==> src/rtl/wb_port_arbiter.sv <==
`default_nettype none
// ============================================================================
// Module      : wb_port_arbiter
// Description : Two-requester writeback arbiter with round-robin tie-break,
//               registered register-file write port and contention counter.
// Revision    : 1.0 - initial release
// ============================================================================
module wb_port_arbiter #(
  parameter int WIDTH = 32,
  parameter int AW    = 5
) (
  input  logic             clk,
  input  logic             rst,
  input  logic             hold,
  input  logic             valid0,
  input  logic [AW-1:0]    rd0,
  input  logic [WIDTH-1:0] data0,
  output logic             ready0,
  input  logic             valid1,
  input  logic [AW-1:0]    rd1,
  input  logic [WIDTH-1:0] data1,
  output logic             ready1,
  output logic             wr_en,
  output logic [AW-1:0]    wr_addr,
  output logic [WIDTH-1:0] wr_data,
  output logic             sel,
  output logic [15:0]      conflicts
);

  localparam logic [15:0] c_CONF_MAX = 16'hFFFF;

  logic             r_last_grant;
  logic             r_wr_en;
  logic [AW-1:0]    r_wr_addr;
  logic [WIDTH-1:0] r_wr_data;
  logic             r_sel;
  logic [15:0]      r_conflicts;

  logic             w_open;
  logic             w_contend;
  logic             w_gnt0;
  logic             w_gnt1;
  logic [AW-1:0]    w_rd;
  logic [WIDTH-1:0] w_data;

  // On contention, the requester not granted most recently wins.
  assign w_open    = !rst && !hold;
  assign w_contend = valid0 && valid1 && !hold;
  assign w_gnt0    = w_open && valid0 && (!valid1 || r_last_grant);
  assign w_gnt1    = w_open && valid1 && (!valid0 || !r_last_grant);
  assign w_rd      = w_gnt1 ? rd1   : rd0;
  assign w_data    = w_gnt1 ? data1 : data0;

  always_ff @(posedge clk) begin
    if (rst) begin
      r_last_grant <= 1'b1;
      r_wr_en      <= 1'b0;
      r_wr_addr    <= '0;
      r_wr_data    <= '0;
      r_sel        <= 1'b0;
      r_conflicts  <= '0;
    end else begin
      if (w_gnt0 || w_gnt1) begin
        // Writes to register 0 are accepted but never strobed.
        r_last_grant <= w_gnt1;
        r_wr_en      <= (w_rd != '0);
        r_wr_addr    <= w_rd;
        r_wr_data    <= w_data;
        r_sel        <= w_gnt1;
      end else begin
        r_wr_en      <= 1'b0;
      end
      if (w_contend && (r_conflicts != c_CONF_MAX)) begin
        r_conflicts <= r_conflicts + 16'd1;
      end
    end
  end

  assign ready0    = w_gnt0;
  assign ready1    = w_gnt1;
  assign wr_en     = r_wr_en;
  assign wr_addr   = r_wr_addr;
  assign wr_data   = r_wr_data;
  assign sel       = r_sel;
  assign conflicts = r_conflicts;

endmodule
`default_nettype wire

==> config.mk <==
export PLATFORM = sky130hd
export DESIGN_NAME = wb_port_arbiter
export DESIGN_NICKNAME = d
export VERILOG_FILES = /design/src/rtl/wb_port_arbiter.sv
export SDC_FILE = /design/constraint.sdc
export NUM_CORES = 1
export LEC_CHECK = 0
export CORE_UTILIZATION = 43
export DETAILED_ROUTE_END_ITERATION = 7
export PLACE_DENSITY = 0.84
export SLEW_MARGIN = 20
export SYNTH_ARGS = -nofsm -noshare
export SYNTH_HDL_FRONTEND = slang
export SYNTH_SLANG_ARGS = --single-unit
==> constraint.sdc <==
create_clock -name clk -period 4.05 [get_ports clk]
set_clock_uncertainty 0.05 [all_clocks]
set_input_delay 0.81 -clock clk [delete_from_list [all_inputs] [get_ports clk]]
set_output_delay 0.81 -clock clk [all_outputs]
set_load 0.005 [all_outputs]
==> qor_table.md <==
| Stage | Quantity | Reported |
|---|---|---|
| placed design | GPL Wtd Cong | 0.765 |
| drt | Number of vias per cell | 5.39 |
| logic synthesis | Average size of a mapped cell | 9.29 um2 |
| cts | Clock tree from TritonCTS | done |
| logic synthesis | Most area-consuming cells after synthesis | sky130_fd_sc_hd__dfxtp_1, sky130_fd_sc_hd__mux2i_1, sky130_fd_sc_hd__a211oi_1 |
| layout | Fin util | 69.4% |
| floorplan | Count of pins on the block boundary | 136 |
| layout | Total number of nets in the final design | 485 |
| sta | Min Clock Period, post-route | 3.18 ns |
| sta | Total count of max-transition violations in the final report | 0 |
| power and ir drop | Reported leakage power | 0.00167 uW |
| power and ir drop | IR Drop Worst-Case VDD | 173 uV |
| power and ir drop | Sequential cell fraction of total power | 53.0% |
| setup path | Most numerous cell on the critical path | sky130_fd_sc_hd__clkdlybuf4s50_1 |
| floorplan | Core region area | 5890 um2 |
| setup path | Cell family contributing the most delay on the critical path | buffers and inverters |
| drt | Wirelength, routed | 6.87 mm |
| global routing | Met3 usage | 5.14% |
| sta | Summed negative setup slack over all endpoints | 0 ns |
| power and ir drop | Power dissipated by switching net loads | 260 uW |
| global routing | Most utilized layer in the global route result | met2 |
| placed design | HPWL reported at the end of detailed placement | 4.84 mm |
| layout | Area growth from synthesis to layout | 55.9% |
| setup path | Arrival time of the worst setup path | 2.32 ns |
| power and ir drop | PD cells | 273 nW/um2 |
| drt | Post-route DRC | 0 |
| sta | RSZ-0062 raised after global routing | false |
| floorplan | Number of core rows | 28 |
| cts | Root buf cell | sky130_fd_sc_hd__clkbuf_8 |
| min path | Hold depth | 2 |
| floorplan | Overall die height | 80.0 um |
| floorplan | Total Die Area | 6410 um2 |
| setup path | CP startpoint | valid1 |
| cts | Total of hold buffers inserted after clock tree synthesis | 0 |
| global routing | Pin count of the biggest net entering global routing | 76 |
| floorplan | Die outline width | 80.0 um |
| logic synthesis | Post-synthesis instance area | 2620 um2 |
| sta | Slew at the pin with the worst max-slew slack | 0.796 ns |
| global routing | Routing usage on met1 | 25.1% |
| global routing | Routing usage on met2 | 36.8% |
| min path | Class of the worst hold path | flip-flop to flip-flop |
| global routing | Antenna violations before repair | 0 |
| setup path | Worst reg-to-reg path cell count | 5 |
| setup path | Sort of element at the end of the critical path | output pin |
| drt | Average detailed-routed wire length per instance | 14.3 um |
| logic synthesis | Number of nets in the synthesized netlist | 362 |
| layout | Diode insertion count for antenna repair | 0 |
| sta | Final setup margin | 0.872 ns |
| global routing | Gr usage total | 21.0% |
| cts | Number of buffers created by CTS | 5 |
| layout | Final cell count without fillers | 481 |
| power and ir drop | Share of power burned in the clock network | 28.1% |
| setup path | Crit path required time | 3.19 ns |
| placed design | Post-DP Area | 3990 um2 |
| placed design | Pre-CTS WS | 0.866 ns |
| sta | Number of endpoints failing setup at the final stage | 0 |
| logic synthesis | Cell variety after synth | 41 |
| setup path | Combined buffer and inverter count along the critical path | 3 |
| setup path | Launching element type of the critical path | primary input |
| drt | Post-route antenna net violation count | 0 |
| global routing | Vias in the first global route | 2434 |
| setup path | Worst setup path category | primary input to output pin |
| setup path | Slowest library cell on the worst path | sky130_fd_sc_hd__clkdlybuf4s50_1 |
| global routing | Overflow left after global routing | 0 |
| cts | Max Root-Sink Buffers | 2 |
| layout | Area of combinational cells with multiple inputs | 1390 um2 |
| placed design | Count of placed standard cells including taps | 473 |
| power and ir drop | Part of the total power dissipated in combinational logic | 18.9% |
| min path | Min-delay src | conflicts[4]$_SDFFE_PP0P_ |
| drt | Via total after detailed routing | 2593 |
| cts | Source-to-sink clock delay at the later pin of the worst-skew pair | 0.30 ns |
| logic synthesis | Library cell occupying the most area in the post-synthesis netlist | sky130_fd_sc_hd__dfxtp_1 |
| logic synthesis | Yosys warns | 0 |
| sta | Max-slew headroom | 46.5% |
| cts | Post-CTS setup buffer count | 0 |
| global routing | Wire length of the first global-routing pass | 10.8 mm |
| setup path | Cell count along the critical path | 5 |
| logic synthesis | Post-Syn Instances | 282 |
| layout | Fraction of final layout cells with drive strength greater than 1 | 5.67% |
| setup path | Stage delay of the slowest cell on the critical path | 0.50 ns |
| cts | Maximum level of the CTS H-tree | 2 |
| outcome | Status | complete, no violations |
| sta | Final hold viol count | 0 |
| cts | Clock slew at reported path FFs | 0.10 ns |
| drt | DRT Pass-1 Iters | 4 |
| setup path | Source of the worst register-to-register timing path | conflicts[0]$_SDFFE_PP0P_ |
| setup path | Largest fanout of any net on the critical path | 4 |
| cts | Number of cells upsized or downsized after cts | 0 |
| placed design | Number of I/O port buffers | 135 |
| floorplan | Initial core utilization | 44.5% |
| logic synthesis | Sequential-to-total area share from yosys stat | 42.8% |
| layout | Fill cells | 457 |
| drt | Initial DRC count | 106 |
| flow run | Number of violations of the max-capacitance limit | 0 |
| cts | # clock sinks | 56 |
| sta | Post-route fraction of the period consumed by the critical path | 78.5% |
| power and ir drop | Design internal power | 854 uW |
| logic synthesis | Register bit count reported by yosys | 56 |
| power and ir drop | Switching share of power | 23.3% |
| setup path | Cell Chain, Critical Path | clkdlybuf4s50_1 -> nor2b_1 -> nand3b_1 -> inv_1 -> clkdlybuf4s50_1 |
| layout | Register area | 1120 um2 |
| logic synthesis | Synth top area share | 42.8% |
| sta | Fmax achieved | 315 MHz |
| layout | Summed area of non-filler cells in the final layout | 4080 um2 |
## synthesized netlist by cell type
cell,number
sky130_fd_sc_hd__a22oi_1,1
sky130_fd_sc_hd__a21oi_1,12
sky130_fd_sc_hd__o21ai_0,3
sky130_fd_sc_hd__nand3b_1,2
sky130_fd_sc_hd__or3_1,1
sky130_fd_sc_hd__nor4_4,1
sky130_fd_sc_hd__nand4b_1,1
sky130_fd_sc_hd__nor2_1,43
sky130_fd_sc_hd__nor2b_1,4
sky130_fd_sc_hd__or4_1,9
sky130_fd_sc_hd__a211o_1,2
sky130_fd_sc_hd__mux2i_1,37
sky130_fd_sc_hd__nor4_1,1
sky130_fd_sc_hd__o22ai_1,1
sky130_fd_sc_hd__o31ai_1,9
sky130_fd_sc_hd__ha_1,1
sky130_fd_sc_hd__and3b_1,1
sky130_fd_sc_hd__or4_2,1
sky130_fd_sc_hd__nand4_4,1
sky130_fd_sc_hd__o21a_1,1
sky130_fd_sc_hd__mux2_2,3
sky130_fd_sc_hd__and2_1,2
sky130_fd_sc_hd__nand4_1,3
sky130_fd_sc_hd__nor4b_1,2
sky130_fd_sc_hd__inv_1,5
sky130_fd_sc_hd__or3_2,2
sky130_fd_sc_hd__or2_0,1
sky130_fd_sc_hd__a211oi_1,37
sky130_fd_sc_hd__buf_4,1
sky130_fd_sc_hd__and3_1,1
sky130_fd_sc_hd__o21ba_2,1
sky130_fd_sc_hd__buf_1,1
sky130_fd_sc_hd__nand2_1,8
sky130_fd_sc_hd__clkbuf_1,15
sky130_fd_sc_hd__nand2b_1,1
sky130_fd_sc_hd__buf_2,4
sky130_fd_sc_hd__nand4_2,1
sky130_fd_sc_hd__dfxtp_1,56
sky130_fd_sc_hd__clkbuf_2,1
sky130_fd_sc_hd__nor3_1,2
sky130_fd_sc_hd__nand3_1,3
## through the flow
| step | hold slack [ns] | total power, uW |
|---|---|---|
| floorplan | 0.433 | 673 |
| global placement | 0.441 | 808 |
| detailed placement | 0.456 | 814 |
| CTS | 0.470 | 1130 |
| global route | 0.501 | 1170 |
| finish | 0.469 | 1110 |
## layer usage
| metal | routed length (um) | part of all wire, % | vias up |
|---|---|---|---|
| li1 | - | - | 1298 |
| met1 | 3000 | 44 | 1201 |
| met2 | 3390 | 49 | 90 |
| met3 | 436 | 6.3 | 4 |
| met4 | 41 | 0.60 | 0 |
| met5 | 0 | 0 | - |
## cell families after synthesis
family	count (synthesis)	synth area share [%]
flip-flops	56	42.8
adder cells (fa/ha/maj)	1	0.478
AND/OR/NAND/NOR	91	19.1
AO/OA/AOI/OAI	67	17.9
buffers and inverters	27	4.25
multiplexers	40	15.4
## state kept, by name (all words and copies together) (netlist names)
name,flops
wr_addr,5
wr_en,1
wr_data,32
conflicts,16
r_last_grant,1
sel,1
## worst register-to-register path: stages (launching register included)
cell and delay, ns:
sky130_fd_sc_hd__dfxtp_1 0.39, sky130_fd_sc_hd__ha_1 0.26, sky130_fd_sc_hd__nand3_1 0.18, sky130_fd_sc_hd__nor4_4 0.75, sky130_fd_sc_hd__nor4b_1 0.15, sky130_fd_sc_hd__mux2_2 0.30
## cell usage in the layout (no fill, tap or decap), types with 2 or more instances in the layout
master,Yosys,final
sky130_fd_sc_hd__a211oi_1,37,37
sky130_fd_sc_hd__nor3_1,2,2
sky130_fd_sc_hd__nor2_1,43,43
sky130_fd_sc_hd__nand3b_1,2,2
sky130_fd_sc_hd__inv_1,5,5
sky130_fd_sc_hd__dfxtp_1,56,56
sky130_fd_sc_hd__nand3_1,3,3
sky130_fd_sc_hd__a21oi_1,12,12
sky130_fd_sc_hd__mux2_2,3,3
sky130_fd_sc_hd__nor2b_1,4,4
sky130_fd_sc_hd__mux2i_1,37,37
sky130_fd_sc_hd__clkinv_2,0,2
sky130_fd_sc_hd__o31ai_1,9,9
sky130_fd_sc_hd__or4_1,9,9
sky130_fd_sc_hd__nand4_1,3,3
sky130_fd_sc_hd__nor4b_1,2,2
sky130_fd_sc_hd__and2_1,2,2
sky130_fd_sc_hd__o21ai_0,3,3
sky130_fd_sc_hd__or3_2,2,2
sky130_fd_sc_hd__clkdlybuf4s50_1,0,134
sky130_fd_sc_hd__buf_4,1,3
sky130_fd_sc_hd__clkbuf_8,0,6
sky130_fd_sc_hd__nand2_1,8,8
## power groups by stage
stage	Sequential (uW)	Clock, uW	Combinational, uW
4_1_cts	591	327	212
6_report	591	313	211
2_1_floorplan	604	0	68.4
5_1_grt	594	346	227
3_5_place_dp	603	0	211
3_3_place_gp	602	0	207
## area by class of cell
type                            instances  share of cell area, %
Clock buffer                            6                   2.02
Clock inverter                          2                  0.245
Inverter                                5                  0.460
Multi-Input combinational cell        199                   34.0
Sequential cell                        56                   27.5
Tap cell                               75                   2.30
Timing Repair Buffer                  138                   33.5
## final timing paths
path                                 to  slack, ns
max                              ready1       0.87
min           conflicts[4]$_SDFFE_PP0P_       0.47
max reg2reg  conflicts[13]$_SDFFE_PP0P_       1.86
min reg2reg   conflicts[4]$_SDFFE_PP0P_       0.47
(Power assumes the default switching activity.)
